File: src/rtl/result_unpack_fifo.sv
// result_unpack_fifo: queues 64-bit result pairs and returns them as a
// first-word-fall-through 32-bit word stream. The upper half is emitted
// first, then the lower half.
// Optional feature: define RESULT_FIFO_ERR_EN to add err_clr/drop_err
// (a sticky flag for pushes attempted while full).
module result_unpack_fifo #(
    parameter int unsigned DEPTH = 16,
    parameter int unsigned AW    = 4
) (
    input  logic          clk,
    input  logic          reset,
    input  logic          in_valid,
    input  logic [63:0]   in_data,
    output logic          in_ready,
    output logic          out_valid,
    output logic [31:0]   out_data,
    input  logic          out_ready,
    output logic          out_last,
    output logic [AW:0]   level,
    output logic          empty,
    output logic          full
`ifdef RESULT_FIFO_ERR_EN
    ,
    input  logic          err_clr,
    output logic          drop_err
`endif
);

    localparam int unsigned PW = 64;
    localparam int unsigned WW = 32;
    localparam int unsigned LW = AW + 1;

    logic [PW-1:0] mem [DEPTH];
    logic [AW-1:0] wr_ptr;
    logic [AW-1:0] rd_ptr;
    logic          half;

    logic          push;
    logic          pop;
    logic          pop_pair;
    logic [LW-1:0] level_nxt;
    logic [PW-1:0] rd_pair;

    // Handshake decode; in_ready comes from the registered full flag only
    always_comb begin
        in_ready  = !full;
        out_valid = !empty;
        push      = in_valid && !full;
        pop       = !empty && out_ready;
        pop_pair  = pop && half;
    end

    // Occupancy after this cycle; a push and a pair release cancel out
    always_comb begin
        level_nxt = level;
        case ({push, pop_pair})
            2'b10:   level_nxt = level + LW'(1);
            2'b01:   level_nxt = level - LW'(1);
            default: level_nxt = level;
        endcase
    end

    // Word select from the head entry; zero while nothing is stored
    always_comb begin
        rd_pair  = mem[rd_ptr];
        out_data = '0;
        if (!empty) begin
            out_data = half ? rd_pair[WW-1:0] : rd_pair[PW-1:WW];
        end
        out_last = !empty && half && (level == LW'(1));
    end

    // Pair storage; contents need no reset
    always_ff @(posedge clk) begin
        if (push) begin
            mem[wr_ptr] <= in_data;
        end
    end

    // Pointers, half-select and occupancy flags
    always_ff @(posedge clk) begin
        if (reset) begin
            wr_ptr <= '0;
            rd_ptr <= '0;
            half   <= 1'b0;
            level  <= '0;
            empty  <= 1'b1;
            full   <= 1'b0;
        end else begin
            if (push) begin
                wr_ptr <= wr_ptr + AW'(1);
            end
            if (pop) begin
                half <= !half;
            end
            if (pop_pair) begin
                rd_ptr <= rd_ptr + AW'(1);
            end
            level <= level_nxt;
            empty <= (level_nxt == '0);
            full  <= (level_nxt == LW'(DEPTH));
        end
    end

`ifdef RESULT_FIFO_ERR_EN
    // Sticky drop flag: a push attempt while full sets it, and set beats clear
    always_ff @(posedge clk) begin
        if (reset) begin
            drop_err <= 1'b0;
        end else if (in_valid && full) begin
            drop_err <= 1'b1;
        end else if (err_clr) begin
            drop_err <= 1'b0;
        end
    end
`endif

endmodule
File: config.mk
export PLATFORM = sky130hd
export DESIGN_NAME = result_unpack_fifo
export DESIGN_NICKNAME = d
export VERILOG_FILES = /design/src/rtl/result_unpack_fifo.sv
export SDC_FILE = /design/constraint.sdc
export NUM_CORES = 1
export LEC_CHECK = 0
export CAP_MARGIN = 20
export CELL_PAD_IN_SITES_DETAIL_PLACEMENT = 0
export CELL_PAD_IN_SITES_GLOBAL_PLACEMENT = 1
export CORE_MARGIN = 4
export CORE_UTILIZATION = 58
export CTS_BUF_LIST = sky130_fd_sc_hd__clkbuf_16
export CTS_CLUSTER_DIAMETER = 100
export CTS_CLUSTER_SIZE = 30
export DETAILED_ROUTE_END_ITERATION = 7
export PLACE_DENSITY = 0.83
export SLEW_MARGIN = 0
export SYNTH_ARGS = -nofsm -noshare
export SYNTH_HDL_FRONTEND = slang
export SYNTH_SLANG_ARGS = --single-unit
File: constraint.sdc
create_clock -name clk -period 12.11 [get_ports clk]
set_input_delay 2.422 -clock clk [delete_from_list [all_inputs] [get_ports clk]]
set_output_delay 2.422 -clock clk [all_outputs]
set_load 0.03 [all_outputs]
==> qor.txt, run 1 <==
1st-iter DRT viols: 2222
Clk Tree Root Cell: clkbuf_16
Row Count: 96
final hold violations: 0
CP max stage delay: 1.07 ns
status: complete, no violations
GRT Total Usage: 0.2392
post-CTS sizing: 0
die width: 271.8 um
Power Dens Cells: 135.0 nW/um2
Final GP Congestion: 0.7386
share of cells above drive strength 1: 0.1199
H-tree Lvls: 2
Worst VDD drop: 114.3 uV
# DRC: 0
maximum buffer depth of the clock tree: 3
post-synthesis sequential area ratio: 0.7715
synthesized cell area: 40370 um2
top-count cell post-synth: edfxtp_1
clock-pin slew on the worst setup and hold paths: 0.10 ns
drt first pass iters: 6
worst setup margin: 4.739 ns
initial antenna violation count: 3
total CTS buffers: 40
CP Data Arrival Time: 4.95 ns
Post-CTS Setup Bufs: 0
fraction of registers with async set/reset: 0
RSZ-0062 raised after global routing: false
initial core utilization: 0.5866
number of global-route vias before repair: 20142
CP Capture Type: output pin
Area contributors post-synth: edfxtp_1 76%, mux2i_1 7.8%, mux4_2 5.4%
gr ovfl total: 0
worst-path cell chain: buf_12 -> buf_4 -> mux2i_1 -> a221oi_1 -> nand3_1 -> nor4_2 -> clkdlybuf4s50_1
Final Non-Filler Cells: 3043
largest net degree at the start of global routing: 107
area grow syn2layout: 7.952%
worst slack, placed: 5.378 ns
Finished Cell Area: 43580 um2
LEAKAGE: 0.01251 uW
IO Pins: 110
worst rel slew slack: 0.2598
Setup Total Neg Slack: 0 ns
antenna-violating nets left: 0
first-pass GRT wire length: 130800 um
Crit Path Max Fanout: 104
Sink Count: 1044
minimum clock period: 7.371 ns
nets@finish: 2181
CTS tree: done
Synth top cells by count: 1024 x edfxtp_1, 315 x mux2i_1, 126 x a22oi_1
crit path launch type: register
Hold Buf Count CTS: 0
IO Port Bufs: 109
DRT Wirelength: 88620 um
Area after DPL: 42450 um2
DP Wirelength: 46320 um
Pins Over Slew Limit: 0
full die area: 73890 um2
top_reg_cell synth: edfxtp_1
Finish-stage setup viols: 0
Netlist cell types: 51
fin crit share: 0.6087
Post-synth EDFFs: 1024
clk_lat worst skew: 0.61 ns
Max-Cap Viols: 0
Synth Instances: 2025
worst min-delay path category: reg2reg
f_max: 135.7 MHz
Ys Warns: 0
slowest cell on the critical path: dfxtp_4
Placeable Area: 68830 um2
Post-Syn Nets: 2103
die height: 271.8 um
worst-margin pin slew: 1.110 ns
WS Path Type: reg2out
skew final: 0.01846 ns
vias per std cell: 6.446
Avg Synthesized Cell Area: 19.94 um2
#FFs+latches synth: 1044
Placed Cells: 2990
vias: 19615
WP data required: 9.69 ns
Yosys top cell area share: 0.7616
DR WL/cell: 29.12 um
largest area contributor in the netlist: edfxtp_1
[cell type report]
| class | count | area, um2 |
|---|---|---|
| multi-input combinational | 848 | 8620 |
| clock buffer | 42 | 1051 |
| antenna | 2 | 5.005 |
| sequential | 1044 | 31160 |
| tap | 931 | 1165 |
| fill | 4612 | 25240 |
| inverter | 12 | 45.04 |
| timing repair buffer | 157 | 1496 |
| clock inverter | 7 | 43.79 |
[routing by layer]
layer | wire length [um] | track usage | up-vias
met5 | 13 | 0 | -
met2 | 44080 | 0.3999 | 737
li1 | - | - | 8406
met1 | 35730 | 0.3412 | 10339
met4 | 2161 | 0.05898 | 2
met3 | 6640 | 0.03189 | 131
[report_power, final]
group / leakage, uW / internal, uW / switching [uW]
logic: 0.00254 / 79.6 / 156
registers: 0.00941 / 4010 / 12.8
clock network: 0.000555 / 633 / 994
[sequential cells by signal (all words and copies together), names as in the netlist, named ones only]
| signal | cells |
|---|---|
| empty | 1 |
| full | 1 |
| half | 1 |
| level | 5 |
| mem | 1024 |
| rd_ptr | 4 |
| wr_ptr | 4 |
[stage by stage]
step	hold WS, ns	util	power [uW]
final	0.5214	0.6333	5882
after global placement	0.4966	0.6168	4328
after floorplan	0.4678	-	4213
after global routing	0.5744	0.6332	6073
after detailed placement	0.5052	0.6168	4339
after CTS	0.5224	0.6327	5912
[layout by cell type (no fill, tap or decap), types with 33 or more instances in the layout]
cell type,n
a21oi_1,36
a22oi_1,126
buf_4,44
clkbuf_16,42
clkdlybuf4s50_1,109
edfxtp_1,1024
mux2i_1,315
mux4_2,97
nand3_1,33
nor2_1,46
[final timing paths]
| check | startpoint | to | slack, ns | depth (start not counted) |
|---|---|---|---|---|
| setup / recovery | register | out_data[18] | 4.74 | 7 |
| hold / removal | rd_ptr[1] | rd_ptr[1] | 0.52 | 2 |
| setup reg to reg | full | mem[3][18] | 8.65 | 4 |
| hold reg to reg | rd_ptr[1] | rd_ptr[1] | 0.52 | 2 |
[cells by family (layout without fill, tap and decap cells)]
kind of cell             after synthesis  count (layout)  share of synthesized area
XOR/XNOR                               8               8                   0.001735
adder cells (fa/ha/maj)               10              10                   0.003099
other                                  0               2                          0
AND/OR/NAND/NOR                      174             174                    0.02761
flip-flops                          1044            1044                     0.7715
buffers and inverters                133             218                    0.01949
AO/OA/AOI/OAI                        241             241                    0.04274
multiplexers                         415             415                     0.1338
[critical path, delay by kind of cell (launching register included)]
kind / cells / cell delay (ns)
buf+inv: 3 / 2.21
simple gates: 2 / 0.42
flops: 1 / 1.07
compound gates: 1 / 0.35
mux: 1 / 0.18
No activity file was read; power rests on OpenSTA's default activity.
==> inputs of run 2 (changes only) <==
--- a/config.mk
+++ b/config.mk
@@ -9,12 +9,12 @@
 export CELL_PAD_IN_SITES_DETAIL_PLACEMENT = 0
 export CELL_PAD_IN_SITES_GLOBAL_PLACEMENT = 1
 export CORE_MARGIN = 4
-export CORE_UTILIZATION = 58
+export CORE_UTILIZATION = 54
 export CTS_BUF_LIST = sky130_fd_sc_hd__clkbuf_16
 export CTS_CLUSTER_DIAMETER = 100
 export CTS_CLUSTER_SIZE = 30
 export DETAILED_ROUTE_END_ITERATION = 7
-export PLACE_DENSITY = 0.83
+export PLACE_DENSITY = 0.78
 export SLEW_MARGIN = 0
 export SYNTH_ARGS = -nofsm -noshare
 export SYNTH_HDL_FRONTEND = slang
==> constraint.sdc (replaced) <==
create_clock -name clk -period 7.7 [get_ports clk]
set_input_delay 1.54 -clock clk [delete_from_list [all_inputs] [get_ports clk]]
set_output_delay 1.54 -clock clk [all_outputs]
set_load 0.03 [all_outputs]
==> run 2 against run 1 <==
  * Sequential share of layout area decreased by 0.31 points
  * Clock power grew 59%
  * Hold slack better by 0.054 ns
  * First-iteration DRC count grew 5.2%
  * Register-to-register slack got worse by 3.9 ns
  * Final cell count rose by 1.2%
  * Non-clock buffer count grew 3
  * Largest power group unchanged
==> qor.txt, run 2 (synthesis gave the netlist of run 1 again) <==
CP Data Arrival Time: 4.40 ns (was 4.95 ns)
Crit Path Max Fanout: 16 (was 104)
gr ovfl total: 0 (unchanged)
Row Count: 99 (was 96)
GRT Total Usage: 0.2270 (was 0.2392)
Final Non-Filler Cells: 3080 (was 3043)
hold path start: rd_ptr[1] (unchanged)
area grow syn2layout: 8.423% (was 7.952%)
Largest regs: mem: 1024 flops, level: 5 flops (unchanged)
1st-iter DRT viols: 2338 (was 2222)
DR WL/cell: 29.33 um (was 29.12 um)
CP Buf/Inv Count: 3 (unchanged)
drt first pass iters: 8 (was 6)
CP Capture Type: output pin (unchanged)
Hold Buf Count CTS: 0 (unchanged)
full die area: 79210 um2 (was 73890 um2)
worst min-delay path category: reg2reg (unchanged)
slowest cell on the critical path: dfxtp_1 (was dfxtp_4)
worst r2r dst: mem[13][6] (was mem[3][18])
vias per std cell: 6.388 (was 6.446)
worst rel slew slack: 0.2796 (was 0.2598)
f_max: 168.4 MHz
Post-CTS Setup Bufs: 0 (unchanged)
WP data required: 6.16 ns (was 9.69 ns)
most common cell after layout, fill and taps aside: edfxtp_1 (unchanged)
nets@finish: 2184 (was 2181)
antenna-violating nets left: 0 (unchanged)
DRT Wirelength: 90330 um (was 88620 um)
hold depth: 2 (unchanged)
skew final: 0.01262 ns (was 0.01846 ns)
WS Path Type: reg2out (unchanged)
LEAKAGE: 0.01259 uW (was 0.01251 uW)
worst-case reg-to-reg path depth: 3 (was 4)
first-pass GRT wire length: 131800 um (was 130800 um)
status: complete, no violations (unchanged)
clock-pin slew on the worst setup and hold paths: 0.11 ns (was 0.10 ns)
worst-path cell chain: nand3b_1 -> buf_4 -> buf_4 -> o22ai_1 -> nor4_2 -> clkdlybuf4s50_1 (was buf_12 -> buf_4 -> mux2i_1 -> a221oi_1 -> nand3_1 -> nor4_2 -> clkdlybuf4s50_1)
Pins Over Slew Limit: 0 (unchanged)
CP top delay family: buffers and inverters (unchanged)
commonest cells after routing, fill and taps aside: 1024 x edfxtp_1, 315 x mux2i_1, 126 x a22oi_1 (unchanged)
maximum buffer depth of the clock tree: 3 (unchanged)
largest net degree at the start of global routing: 90 (was 107)
IO Pins: 110 (unchanged)
die width: 281.4 um (was 271.8 um)
die height: 281.4 um (was 271.8 um)
# DRC: 0 (unchanged)
IO Port Bufs: 109 (unchanged)
worst reg2reg startpoint: wr_ptr[2] (was full)
Finish-stage setup viols: 0 (unchanged)
final hold violations: 0 (unchanged)
worst-margin pin slew: 1.081 ns (was 1.110 ns)
initial antenna violation count: 2 (was 3)
Sink Count: 1044 (unchanged)
clk_lat worst skew: 0.61 ns (about the same)
CP max stage delay: 0.82 ns (was 1.07 ns)
Util after Layout: 0.5949 (was 0.6333)
number of global-route vias before repair: 19645 (was 20142)
Placed Cells: 3023 (was 2990)
Power Dens Cells: 212.2 nW/um2 (was 135.0 nW/um2)
fin crit share: 0.7711
RSZ-0062 raised after global routing: false (unchanged)
total CTS buffers: 40 (unchanged)
register bank with the most flops: mem (unchanged)
Final GP Congestion: 0.7622 (was 0.7386)
Max-Cap Viols: 0 (unchanged)
post-CTS sizing: 0 (unchanged)
Placeable Area: 73580 um2 (was 68830 um2)
Clk Tree Root Cell: clkbuf_16 (unchanged)
Worst VDD drop: 192.2 uV (was 114.3 uV)
crit path launch type: register (unchanged)
H-tree Lvls: 2 (unchanged)
R2R Setup Slk: 4.78 ns (was 8.65 ns)
CTS tree: done (unchanged)
share of cells above drive strength 1: 0.1203 (was 0.1199)
Largest register FFs: 1024 (unchanged)
Setup Total Neg Slack: 0 ns (unchanged)
DP Wirelength: 48420 um (was 46320 um)
vias: 19674 (was 19615)
initial core utilization: 0.5487 (was 0.5866)
minimum clock period: 5.938 ns
critical path's most frequent cell: buf_4
run 2: power breakdown:
part           total, uW  internal [uW]  switching [uW]
registers           6320           6300            20.5
logic                379            125             253
clock network       2590           1010            1580
run 2: per-layer routing:
layer | global-route usage | wire length, um | up-vias
li1 | - | - | 8434
met4 | 0.03969 | 1366 | 2
met2 | 0.3796 | 44970 | 697
met1 | 0.3345 | 38000 | 10460
met5 | 0 | 20 | -
met3 | 0.02484 | 5972 | 81
run 2: worst reg2reg max path: cells and delay by family (launching register included):
family	cells	cell delay, ns
buffers and inverters	1	0.71
AND/OR/NAND/NOR	2	1.25
flip-flops	1	0.57
run 2: worst max-delay path by stage:
stage	start	end	cells past startpoint
6_report	register	out_data[31]	6
5_1_grt	register	out_data[17]	7
4_1_cts	register	out_data[25]	6
3_5_place_dp	register	out_data[25]	6
3_3_place_gp	register	out_data[25]	6
2_1_floorplan	in_valid	mem[3][0]	4
run 2: final cells by class:
class                   instances  area (um2)
diodes                          1       2.502
fillers                      5242       29800
clock inverters                15       82.58
flip-flops and latches       1044       31160
multi-input cells             848        8621
repair buffers                160        1639
well taps                     959        1200
clock buffers                  41        1026
inverters                      12       45.04
run 2: through the flow:
stage                     worst slack, ns  hold WS, ns  total power, uW  instance area, um2
final                               1.762       0.5757             9289               43770
after global placement              2.404       0.5235             6820               42570
after detailed placement            2.398       0.5482             6835               42660
after global routing                1.593       0.6103             9576               43770
after CTS                           1.723       0.5704             9349               43770
after floorplan                    0.6483       0.4678             6626               40370
